**config.mk**
```make
export PLATFORM = sky130hd
export DESIGN_NAME = serial_adder_ctrl
export DESIGN_NICKNAME = d
export VERILOG_FILES = /design/src/rtl/serial_adder_ctrl.sv
export SDC_FILE = /design/constraint.sdc
export NUM_CORES = 1
export LEC_CHECK = 0
export CORE_MARGIN = 2
export CORE_UTILIZATION = 30
export DETAILED_ROUTE_END_ITERATION = 8
export MAX_ROUTING_LAYER = met4
export PLACE_DENSITY = 0.53
export SETUP_SLACK_MARGIN = 0.3
export SYNTH_ARGS = -nofsm -noshare
export SYNTH_HDL_FRONTEND = slang
export SYNTH_SLANG_ARGS = --single-unit
```
**constraint.sdc**
```tcl
create_clock -name clk -period 2.85 [get_ports clk]
set_input_delay 0.57 -clock clk [delete_from_list [all_inputs] [get_ports clk]]
set_output_delay 0.57 -clock clk [all_outputs]
set_load 0.005 [all_outputs]
```
**src/rtl/serial_adder_ctrl.sv**
```systemverilog
// Bit-serial adder: one full-adder cell stepped over WIDTH cycles, with
// valid/ready handshakes on the operand and result sides.
//
// state | meaning
// IDLE  | waiting for operands (in_ready high); last result still on outputs
// RUN   | one bit of a + b + c processed per cycle, LSB first
// DONE  | result presented (out_valid) until the consumer takes it
module serial_adder_ctrl #(
   parameter int WIDTH = 8
) (
   input  logic             clk,
   input  logic             rst_n,
   input  logic             in_valid,
   output logic             in_ready,
   input  logic [WIDTH-1:0] a,
   input  logic [WIDTH-1:0] b,
   input  logic             cin,
   output logic             out_valid,
   input  logic             out_ready,
   output logic [WIDTH-1:0] sum,
   output logic             cout,
   output logic             ovf,
   output logic             busy
);

   localparam int CW = $clog2(WIDTH);
   localparam int SW = WIDTH - 1;
   localparam logic [CW-1:0] LAST_BIT = CW'(WIDTH - 1);

   typedef enum logic [1:0] {
      IDLE = 2'd0,
      RUN  = 2'd1,
      DONE = 2'd2
   } state_t;

   state_t           state_q, state_d;
   logic [WIDTH-1:0] a_sh_q, a_sh_d;
   logic [WIDTH-1:0] b_sh_q, b_sh_d;
   logic [SW-1:0]    sum_sh_q, sum_sh_d;
   logic             c_q, c_d;
   logic [CW-1:0]    cnt_q, cnt_d;
   logic [WIDTH-1:0] sum_q, sum_d;
   logic             cout_q, cout_d;
   logic             ovf_q, ovf_d;
   logic             bit_s, c_nxt;

   always_comb begin
      state_d  = state_q;
      a_sh_d   = a_sh_q;
      b_sh_d   = b_sh_q;
      sum_sh_d = sum_sh_q;
      c_d      = c_q;
      cnt_d    = cnt_q;
      sum_d    = sum_q;
      cout_d   = cout_q;
      ovf_d    = ovf_q;
      bit_s    = a_sh_q[0] ^ b_sh_q[0] ^ c_q;
      c_nxt    = (a_sh_q[0] & b_sh_q[0]) | (a_sh_q[0] & c_q) | (b_sh_q[0] & c_q);

      case (state_q)
         IDLE: begin
            if (in_valid) begin
               a_sh_d  = a;
               b_sh_d  = b;
               c_d     = cin;
               cnt_d   = '0;
               state_d = RUN;
            end
         end
         RUN: begin
            a_sh_d   = {1'b0, a_sh_q[WIDTH-1:1]};
            b_sh_d   = {1'b0, b_sh_q[WIDTH-1:1]};
            sum_sh_d = SW'({bit_s, sum_sh_q} >> 1);
            c_d      = c_nxt;
            if (cnt_q == LAST_BIT) begin
               // c_q is the carry into the MSB here, c_nxt the carry out of it
               ovf_d   = c_q ^ c_nxt;
               cout_d  = c_nxt;
               sum_d   = {bit_s, sum_sh_q};
               state_d = DONE;
            end else begin
               cnt_d = cnt_q + 1'b1;
            end
         end
         DONE: begin
            if (out_ready) state_d = IDLE;
         end
         default: state_d = IDLE;
      endcase
   end

   always_ff @(posedge clk or negedge rst_n) begin
      if (!rst_n) begin
         state_q  <= IDLE;
         a_sh_q   <= '0;
         b_sh_q   <= '0;
         sum_sh_q <= '0;
         c_q      <= 1'b0;
         cnt_q    <= '0;
         sum_q    <= '0;
         cout_q   <= 1'b0;
         ovf_q    <= 1'b0;
      end else begin
         state_q  <= state_d;
         a_sh_q   <= a_sh_d;
         b_sh_q   <= b_sh_d;
         sum_sh_q <= sum_sh_d;
         c_q      <= c_d;
         cnt_q    <= cnt_d;
         sum_q    <= sum_d;
         cout_q   <= cout_d;
         ovf_q    <= ovf_d;
      end
   end

   assign in_ready  = (state_q == IDLE);
   assign out_valid = (state_q == DONE);
   assign busy      = (state_q != IDLE);
   assign sum       = sum_q;
   assign cout      = cout_q;
   assign ovf       = ovf_q;

endmodule

```
==> impl_metrics.json, run 1 <==
{
  "synth_edf_count": 0,
  "cts_inserted_buffers": 5,
  "path_max_fanout": 17,
  "met2_usage": 0.190,
  "synth_top_cell_by_area": "dfrtp_1",
  "slowest_stage": "dfrtp_1",
  "avgRoutedWirePerCell_um": 14.4,
  "cp_cell_sequence": "inv_2 -> nor2_1 -> clkdlybuf4s50_1",
  "grt_pass1_wl_mm": 6.18,
  "synth_top_area_frac": 0.564,
  "totalWireLength_mm": 3.52,
  "cp_data_arrival_time_ps": 1770,
  "worstReg2RegEnd": "sum_sh_q[4]",
  "start_util": 0.312,
  "dp_hpwl_mm": 2.41,
  "pin_count": 34,
  "grt.met1_usage": 0.167,
  "gp_congestion": 0.827,
  "cts_buffer_depth": 2,
  "synth_area_leaders": "dfrtp_1 (56%), o22ai_1 (8.7%), mux2_4 (6.1%), mux2_2 (5.9%), a21oi_1 (3.5%)",
  "worstSetupPathType": "flop to output port",
  "dp_cells": 236,
  "clock-sinks": 39,
  "areaGrowthSynthToFinish_pct": 25.5,
  "power_leakage_nw": 0.890,
  "drc": 0,
  "via_per_inst": 5.02,
  "critPathBufInv": 2,
  "syn_nets": 164,
  "reg2reg_from": "state_q[1]",
  "vias": 1225,
  "row_count": 27,
  "track_usage": 0.127,
  "finalHoldViolations": 0,
  "rr_worst_depth": 2,
  "final_nets": 195,
  "design_area_um2": 2170,
  "insertion_delay_ps": 290,
  "drv_slew": 0,
  "fin_tns_setup_ps": 0,
  "period_needed_ps": 2340,
  "worstPathRequired_ps": 2280,
  "htree_levels": 2,
  "relSlewSlack": 0.425,
  "startpoint_type": "flop",
  "post-route-period-util": 0.820,
  "status": "finished, final reports clean",
  "fp.dieW_um": 79.9,
  "io_buffers": 33,
  "grt_max_degree": 40,
  "antenna_found_initial": 0,
  "core_region_area_um2": 5540,
  "maxCapViolCount": 0,
  "rsz0062_at_grt": "false",
  "grt_use_met3": 0.0317,
  "grt_overflow": 0,
  "cts_root_buffer": "clkbuf_8",
  "critical_path.top_delay_family": "buffers and inverters",
  "async_reset_ff_frac": 1.00,
  "drtIter0Drc": 58,
  "antenna_cells": 0,
  "cpPeakStageDelay_ps": 570,
  "final_cells": 244,
  "min_path_type": "input port to async pin",
  "vdd.ir_drop.worst_uv": 353,
  "reg2reg_slack_ps": 1080,
  "powerDensity_nw_per_um2": 1040,
  "clkTransAtPathRegs_ps": 80,
  "grt_pass1_vias": 1322,
  "die_y_um": 79.9,
  "syn_area_um2": 1730,
  "ant_nets": 0,
  "finalClockSkew_ps": 3.41,
  "syn_avg_cell_area_um2": 12.4,
  "fmax_mhz": 428,
  "dpl_cell_area_um2": 2090,
  "setup_violations": 0,
  "cts_resized": 0,
  "max_slew.worst_pin.slew_ps": 863,
  "ys_ff_latch": 39,
  "yosysWarningCount": 0,
  "cts_tree": "yes",
  "dr.pass1.iters": 4,
  "post_cts.repair.setup_buffers": 0,
  "grt-busiest-layer": "met2",
  "ctsHoldBuffers": 0,
  "layout-drive-gt1-share": 0.169,
  "ys.flop_type": "dfrtp_1",
  "synth_seq_area_share": 0.564,
  "die-area_um2": 6390,
  "synth_cell_types": 28,
  "cp-end-kind": "output port",
  "synth_cells": 140
}
-- worst max path at each step --
| stage | cells after the start | startpoint | to | slack, ps |
|---|---|---|---|---|
| after floorplan | 5 | cnt_q[0] | cout | 1330 |
| after global placement | 4 | in_valid | a_sh_q[6] | 760 |
| after detailed placement | 4 | in_valid | a_sh_q[6] | 680 |
| after CTS | 3 | state_q[1] | out_valid | 500 |
| after global routing | 3 | state_q[1] | out_valid | 410 |
| final | 3 | state_q[1] | out_valid | 510 |
-- metrics by stage --
stage	setup WS [ps]	util	hold WS, ps	total power (W)
final	512	0.392	390	0.00227
after floorplan	1330	-	274	0.00161
after CTS	496	0.392	421	0.00230
after detailed placement	683	0.376	478	0.00193
after global placement	759	0.376	471	0.00189
after global routing	405	0.392	475	0.00247
-- cells in the final DEF, fill, tap and decap left out --
| cell type | count |
|---|---|
| a21oi_1 | 12 |
| a22oi_1 | 2 |
| a2bb2oi_1 | 4 |
| buf_2 | 1 |
| clkbuf_1 | 1 |
| clkbuf_8 | 5 |
| clkdlybuf4s50_1 | 32 |
| clkinv_2 | 1 |
| clkinvlp_4 | 1 |
| dfrtp_1 | 39 |
| fa_1 | 1 |
| ha_1 | 2 |
| inv_1 | 1 |
| inv_2 | 2 |
| mux2_2 | 9 |
| mux2_4 | 7 |
| nand2_1 | 3 |
| nand2b_1 | 4 |
| nand3b_1 | 1 |
| nand3b_2 | 1 |
| nor2_1 | 4 |
| nor2_2 | 1 |
| nor2b_1 | 1 |
| nor3_1 | 1 |
| o21ai_0 | 6 |
| o221a_2 | 1 |
| o22ai_1 | 24 |
| o2bb2ai_1 | 3 |
| o31ai_1 | 1 |
| xnor2_1 | 1 |
-- routing by layer --
metal / share of wire / routed length [um]
met3: 0.053 / 185
met4: 0.014 / 48
met2: 0.44 / 1550
met5: 0 / 0
met1: 0.49 / 1740
-- layout make-up --
cell class / count / area [um^2]
multi-input combinational: 89 / 683
fill: 545 / 3370
clock inverter: 2 / 12.5
sequential: 39 / 976
timing repair buffer: 33 / 325
inverter: 3 / 11.3
tap: 72 / 90.1
clock buffer: 6 / 72.6
-- cells by family after synthesis --
kind of cell,synth area share
AO/OA/AOI/OAI,0.194
flip-flops,0.564
multiplexers,0.119
AND/OR/NAND/NOR,0.0506
buffers and inverters,0.0412
adder cells (fa/ha/maj),0.0260
XOR/XNOR,0.00506
-- flip-flops by register name (all words and copies together) (netlist names) --
signal	flops
ovf	1
sum	8
cout	1
c_q	1
state_q	2
cnt_q	3
b_sh_q	8
sum_sh_q	7
a_sh_q	8
-- report_power, final --
group | total (W) | internal (W) | switching [W]
clock | 0.000363 | 0.000171 | 0.000192
sequential | 0.00101 | 0.000816 | 0.000197
combinational | 0.000890 | 0.000538 | 0.000352
total | 0.00227 | 0.00153 | 0.000742
-- cells in the mapped netlist, types with 3 or more instances --
cell type,instances
a2bb2oi_1,4
dfrtp_1,39
nand2b_1,4
o21ai_0,6
o2bb2ai_1,3
nand2_1,3
a21oi_1,12
o22ai_1,24
mux2_4,7
buf_4,4
nor2_1,4
mux2_2,9
buf_2,3
No activity file was read; power rests on OpenSTA's default activity.
==> run 2, diff against run 1 <==
PLACE_DENSITY = 0.55   (was 0.53)
clock period = 2.1 ns   (was 2.85 ns; I/O delays follow)
==> run 2 against run 1 <==
Against the previous run: utilization rose by 2.5 points; sequential power rose by 36%; non-clock buffer count rose by 14; cell area rose by 6.3%; sequential cell count did not move; clock power rose by 40%; cell count rose by 5.7%; first-iteration DRC count rose by 40%; global-route usage rose by 1.0 points; sequential share of layout area fell by 2.5 points; critical path type unchanged; critical endpoint unchanged; largest cell class unchanged.
==> impl_metrics.json, run 2 (same netlist as run 1, synthesis figures left out) <==
{
  "totalWireLength_mm": 3.97,
  "vias": 1329,
  "pwr-share-clk": 0.157,
  "dpl_cell_area_um2": 2120,
  "cts_inserted_buffers": 5,
  "fmax_mhz": 604,
  "worstSetupPathType": "flop to output port",
  "fin_tns_setup_ps": 0,
  "io_buffers": 33,
  "row_count": 27,
  "layout-drive-gt1-share": 0.263,
  "clock-sinks": 39,
  "cts_buffer_depth": 2,
  "design_area_um2": 2310,
  "via_per_inst": 5.15,
  "final_nets": 209,
  "p_comb_frac": 0.422,
  "antenna_found_initial": 0,
  "final_common_cell": "dfrtp_1",
  "cp_cell_sequence": "buf_4 -> nor2_2 -> dlygate4sd2_1",
  "powerDensity_nw_per_um2": 1400,
  "fp.dieW_um": 79.9,
  "rsz0062_at_grt": "false",
  "cpPeakStageDelay_ps": 440,
  "antenna_cells": 0,
  "power_leakage_nw": 0.991,
  "grt_max_degree": 23,
  "ctsHoldBuffers": 0,
  "die_y_um": 79.9,
  "drtIter0Drc": 81,
  "track_usage": 0.138,
  "cts_tree": "yes",
  "period_needed_ps": 1660,
  "switching_power_w": 0.00108,
  "grt_pass1_wl_mm": 6.50,
  "internal_power_w": 0.00215,
  "worstPathRequired_ps": 1680,
  "setup_violations": 0,
  "reg2reg_slack_ps": 470,
  "htree_levels": 2,
  "drc": 0,
  "core_region_area_um2": 5540,
  "vdd.ir_drop.worst_uv": 481,
  "die-area_um2": 6390,
  "post-route-period-util": 0.788,
  "dp_hpwl_mm": 2.75,
  "cp-end-kind": "output port",
  "finalHoldViolations": 0,
  "start_util": 0.312,
  "status": "finished, final reports clean",
  "finalClockSkew_ps": 3.31,
  "startpoint_type": "flop",
  "avgRoutedWirePerCell_um": 15.4,
  "mostFrequentLayoutCells": "dfrtp_1 (37), clkdlybuf4s50_1 (29), o22ai_1 (24), buf_4 (14), a21oi_1 (12)",
  "max_slew.worst_pin.slew_ps": 488,
  "pin_count": 34,
  "pwr-share-seq": 0.422,
  "path_max_fanout": 2,
  "cp_data_arrival_time_ps": 1240,
  "grt_pass1_vias": 1378,
  "areaGrowthSynthToFinish_pct": 33.3,
  "reg2reg_from": "cnt_q[0]",
  "gp_congestion": 0.792,
  "grt_overflow": 0,
  "cts_root_buffer": "clkbuf_8",
  "insertion_delay_ps": 290,
  "slowest_stage": "dfrtp_2",
  "ant_nets": 0,
  "drv_slew": 0,
  "maxCapViolCount": 0,
  "switching_share": 0.335,
  "relSlewSlack": 0.674,
  "dr.pass1.iters": 4,
  "min_path_type": "input port to async pin",
  "worstReg2RegEnd": "sum[1]",
  "rr_worst_depth": 4,
  "clkTransAtPathRegs_ps": 80
}
run 2: cell types whose count changed in the layout (fill, tap and decap cells not counted), moves of 2 or more:
cell and delta:
buf_4 +14, dfrtp_1 -2, clkdlybuf4s50_1 -3, nor2_1 -2, dfrtp_2 +2, dlymetal6s2s_1 +2
run 2: repair_timing:
action	4_1_cts	5_1_grt
gates resized for setup	6	4
setup endpoints to repair	3	15
setup buffers	8	1
pin swaps	0	1
run 2: per-layer routing:
layer  vias up  track usage  part of all wire
met5         -            -                 0
li1        616            -                 -
met1       663        0.179              0.46
met3         5       0.0317             0.050
met2        45        0.210              0.48
met4         0       0.0508             0.011
run 2: worst max path at each step:
stage | start | to | slack (ps) | cells after the start
5_1_grt | cnt_q[0] | sum[2] | 370 | 4
4_1_cts | state_q[1] | in_ready | 300 | 2
6_report | state_q[0] | out_valid | 440 | 3
3_3_place_gp | cnt_q[0] | sum[0] | 390 | 4
2_1_floorplan | cnt_q[0] | cout | 580 | 5
3_5_place_dp | cnt_q[0] | sum[2] | 350 | 4
run 2: power groups by stage:
stage | registers, W | clock network, W | logic, W
6_report | 0.00137 | 0.000507 | 0.00137
5_1_grt | 0.00141 | 0.000560 | 0.00151
4_1_cts | 0.00136 | 0.000529 | 0.00137
3_5_place_dp | 0.00140 | 0 | 0.00127
3_3_place_gp | 0.00137 | 0 | 0.00121
2_1_floorplan | 0.00131 | 0 | 0.000877
run 2: area by class of cell:
class	instances	area, um^2
Clock inverter	3	20.0
Multi-Input combinational cell	89	704
Tap cell	72	90.1
Timing Repair Buffer	47	434
Inverter	3	11.3
Fill cell	554	3230
Sequential cell	39	978
Clock buffer	5	68.8
run 2: through the flow:
stage,hold WS [ps],util,worst slack (ps),power [W],std cells
after global routing,109,0.416,368,0.00348,258
after floorplan,124,-,582,0.00219,140
after detailed placement,414,0.383,345,0.00267,241
after CTS,86.1,0.412,303,0.00327,257
after global placement,404,0.383,395,0.00258,241
final,78.8,0.416,445,0.00324,258
run 2: worst max-delay path, delay by kind of cell (launching register included):
kind	cells	cell delay [ps]
buffers and inverters	2	400
flip-flops	1	440
AND/OR/NAND/NOR	1	110
==> run 3, diff against run 2 <==
clock period = 1.4 ns   (was 2.1 ns; I/O delays follow)
==> run 3 against run 2 <==
Against the previous run: the run now ends with negative setup slack left; largest power group is now combinational cells; setup slack got worse by 480 ps; critical path type is now flop to flop; sequential share of layout area fell by 10 points; register-to-register slack got worse by 500 ps; cell count rose by 15%.
==> impl_metrics.json, run 3 (same netlist as run 1, synthesis figures left out) <==
{
  "wl_met3_um": 226,
  "drtIter0Drc": 50,
  "relSlewSlack": 0.667,
  "row_count": 27,
  "dr.max_layer_used": "met4",
  "startpoint_type": "flop",
  "io_buffers": 33,
  "cts_buffer_depth": 2,
  "power_leakage_nw": 1.31,
  "critPathBufInv": 3,
  "dp_cells": 251,
  "fp.dieW_um": 79.9,
  "period_needed_ps": 1430,
  "reg2reg_from": "state_q[1]",
  "final_common_cell": "dfrtp_1",
  "insertion_delay_ps": 290,
  "post-route-period-util": 1.02,
  "dr.pass1.iters": 4,
  "drc": 0,
  "rr_worst_depth": 5,
  "wl_met2_mm": 2.53,
  "vdd.ir_drop.worst_uv": 933,
  "gp_congestion": 0.787,
  "path_max_fanout": 4,
  "grt_pass1_vias": 1552,
  "mostFrequentLayoutCells": "dfrtp_1 (39), buf_4 (30), clkdlybuf4s50_1 (18), buf_6 (13), buf_2 (12)",
  "worstReg2RegEnd": "sum_sh_q[5]",
  "fmax_mhz": 697,
  "die_y_um": 79.9,
  "start_util": 0.312,
  "rsz0062_at_grt": "true",
  "grt_max_degree": 24,
  "clkTransAtPathRegs_ps": 80,
  "avgRoutedWirePerCell_um": 16.8,
  "post-route-worst-setup-slack_ps": -34.3,
  "max_slew.worst_pin.slew_ps": 500,
  "seq_area_um2": 976,
  "worstPathRequired_ps": 1580,
  "pre_cts_ws_ps": -84.0,
  "p_total_w": 0.00671,
  "min_path_type": "input port to async pin",
  "ant_nets": 0,
  "antenna_found_initial": 0,
  "track_usage": 0.164,
  "finalHoldViolations": 0,
  "core_region_area_um2": 5540,
  "dp_hpwl_mm": 2.78,
  "layout-drive-gt1-share": 0.621,
  "powerDensity_nw_per_um2": 2200,
  "antenna_cells": 0,
  "reg2reg_slack_ps": -30,
  "wl_met1_mm": 2.17,
  "grt_overflow": 0,
  "areaGrowthSynthToFinish_pct": 76.0,
  "cp_cell_sequence": "buf_6 -> buf_6 -> nand2b_4 -> clkbuf_16 -> mux2_2",
  "worstSetupPathType": "flop to flop",
  "cpPeakStageDelay_ps": 390,
  "final_nets": 247,
  "drv_slew": 0,
  "cts_root_buffer": "clkbuf_8",
  "clock-sinks": 39,
  "cp_data_arrival_time_ps": 1620,
  "timing.hold.ws_ps": 492,
  "status": "complete, but fails checks",
  "via_per_inst": 5.07,
  "critical_path.top_delay_family": "buffers and inverters",
  "slowest_stage": "dfrtp_1",
  "htree_levels": 2,
  "vias": 1500,
  "totalWireLength_mm": 4.97,
  "grt_pass1_wl_mm": 7.69,
  "cts_tree": "yes",
  "finalClockSkew_ps": 4.66,
  "multiInputGateArea_um2": 1040,
  "setup_violations": 5,
  "cp_common_cell": "buf_6",
  "maxCapViolCount": 0,
  "die-area_um2": 6390,
  "final_cells": 296,
  "pin_count": 34,
  "cp-end-kind": "flop",
  "cts_inserted_buffers": 5,
  "violations": "negative setup slack",
  "fillers": 480
}
==> run 3: how the worst max path moves through the flow <==
stage	start	end	slack [ps]	cells past startpoint
final	state_q[1]	sum_sh_q[5]	-30	5
after detailed placement	in_valid	b_sh_q[2]	-80	5
after global routing	state_q[1]	sum_sh_q[5]	-80	5
after CTS	state_q[0]	sum_sh_q[1]	-6	5
after floorplan	cnt_q[0]	cout	10	5
after global placement	in_valid	cnt_q[0]	-20	5
==> run 3: power by group <==
part | switching (W) | total (W) | leakage (nW) | internal (W)
clock | 0.000397 | 0.000745 | 0.0412 | 0.000348
sequential | 0.000472 | 0.00213 | 0.462 | 0.00166
combinational | 0.00143 | 0.00383 | 0.812 | 0.00240
==> run 3: final cells by class <==
cell class,instances,area share
clock buffer,6,0.0238
clock inverter,2,0.00411
multi-input combinational,90,0.343
inverter,3,0.00616
timing repair buffer,84,0.273
tap,72,0.0296
sequential,39,0.320
==> run 3: what timing repair did <==
item | CTS | global route
buffers inserted | 21 | 11
pin swaps | 21 | 9
cloned | 3 | 1
endpoints found under the hold margin | 16 | 0
hold buffers | 1 | 0
endpoints found under the setup margin | 52 | 52
gates resized for setup | 110 | 30
==> run 3: per-layer routing <==
layer,GRT usage,vias to the layer above
met5,-,-
met4,0.0424,0
met3,0.0452,5
met2,0.271,37
met1,0.200,763
li1,-,695
==> run 3: through the flow <==
stage,setup TNS [ps],util,area (um^2)
after global placement,-97.6,0.410,2270
after global routing,-1030,0.550,3050
after floorplan,0,-,1780
after detailed placement,-860,0.410,2270
after CTS,-6.30,0.503,2790
final,-96.4,0.550,3050
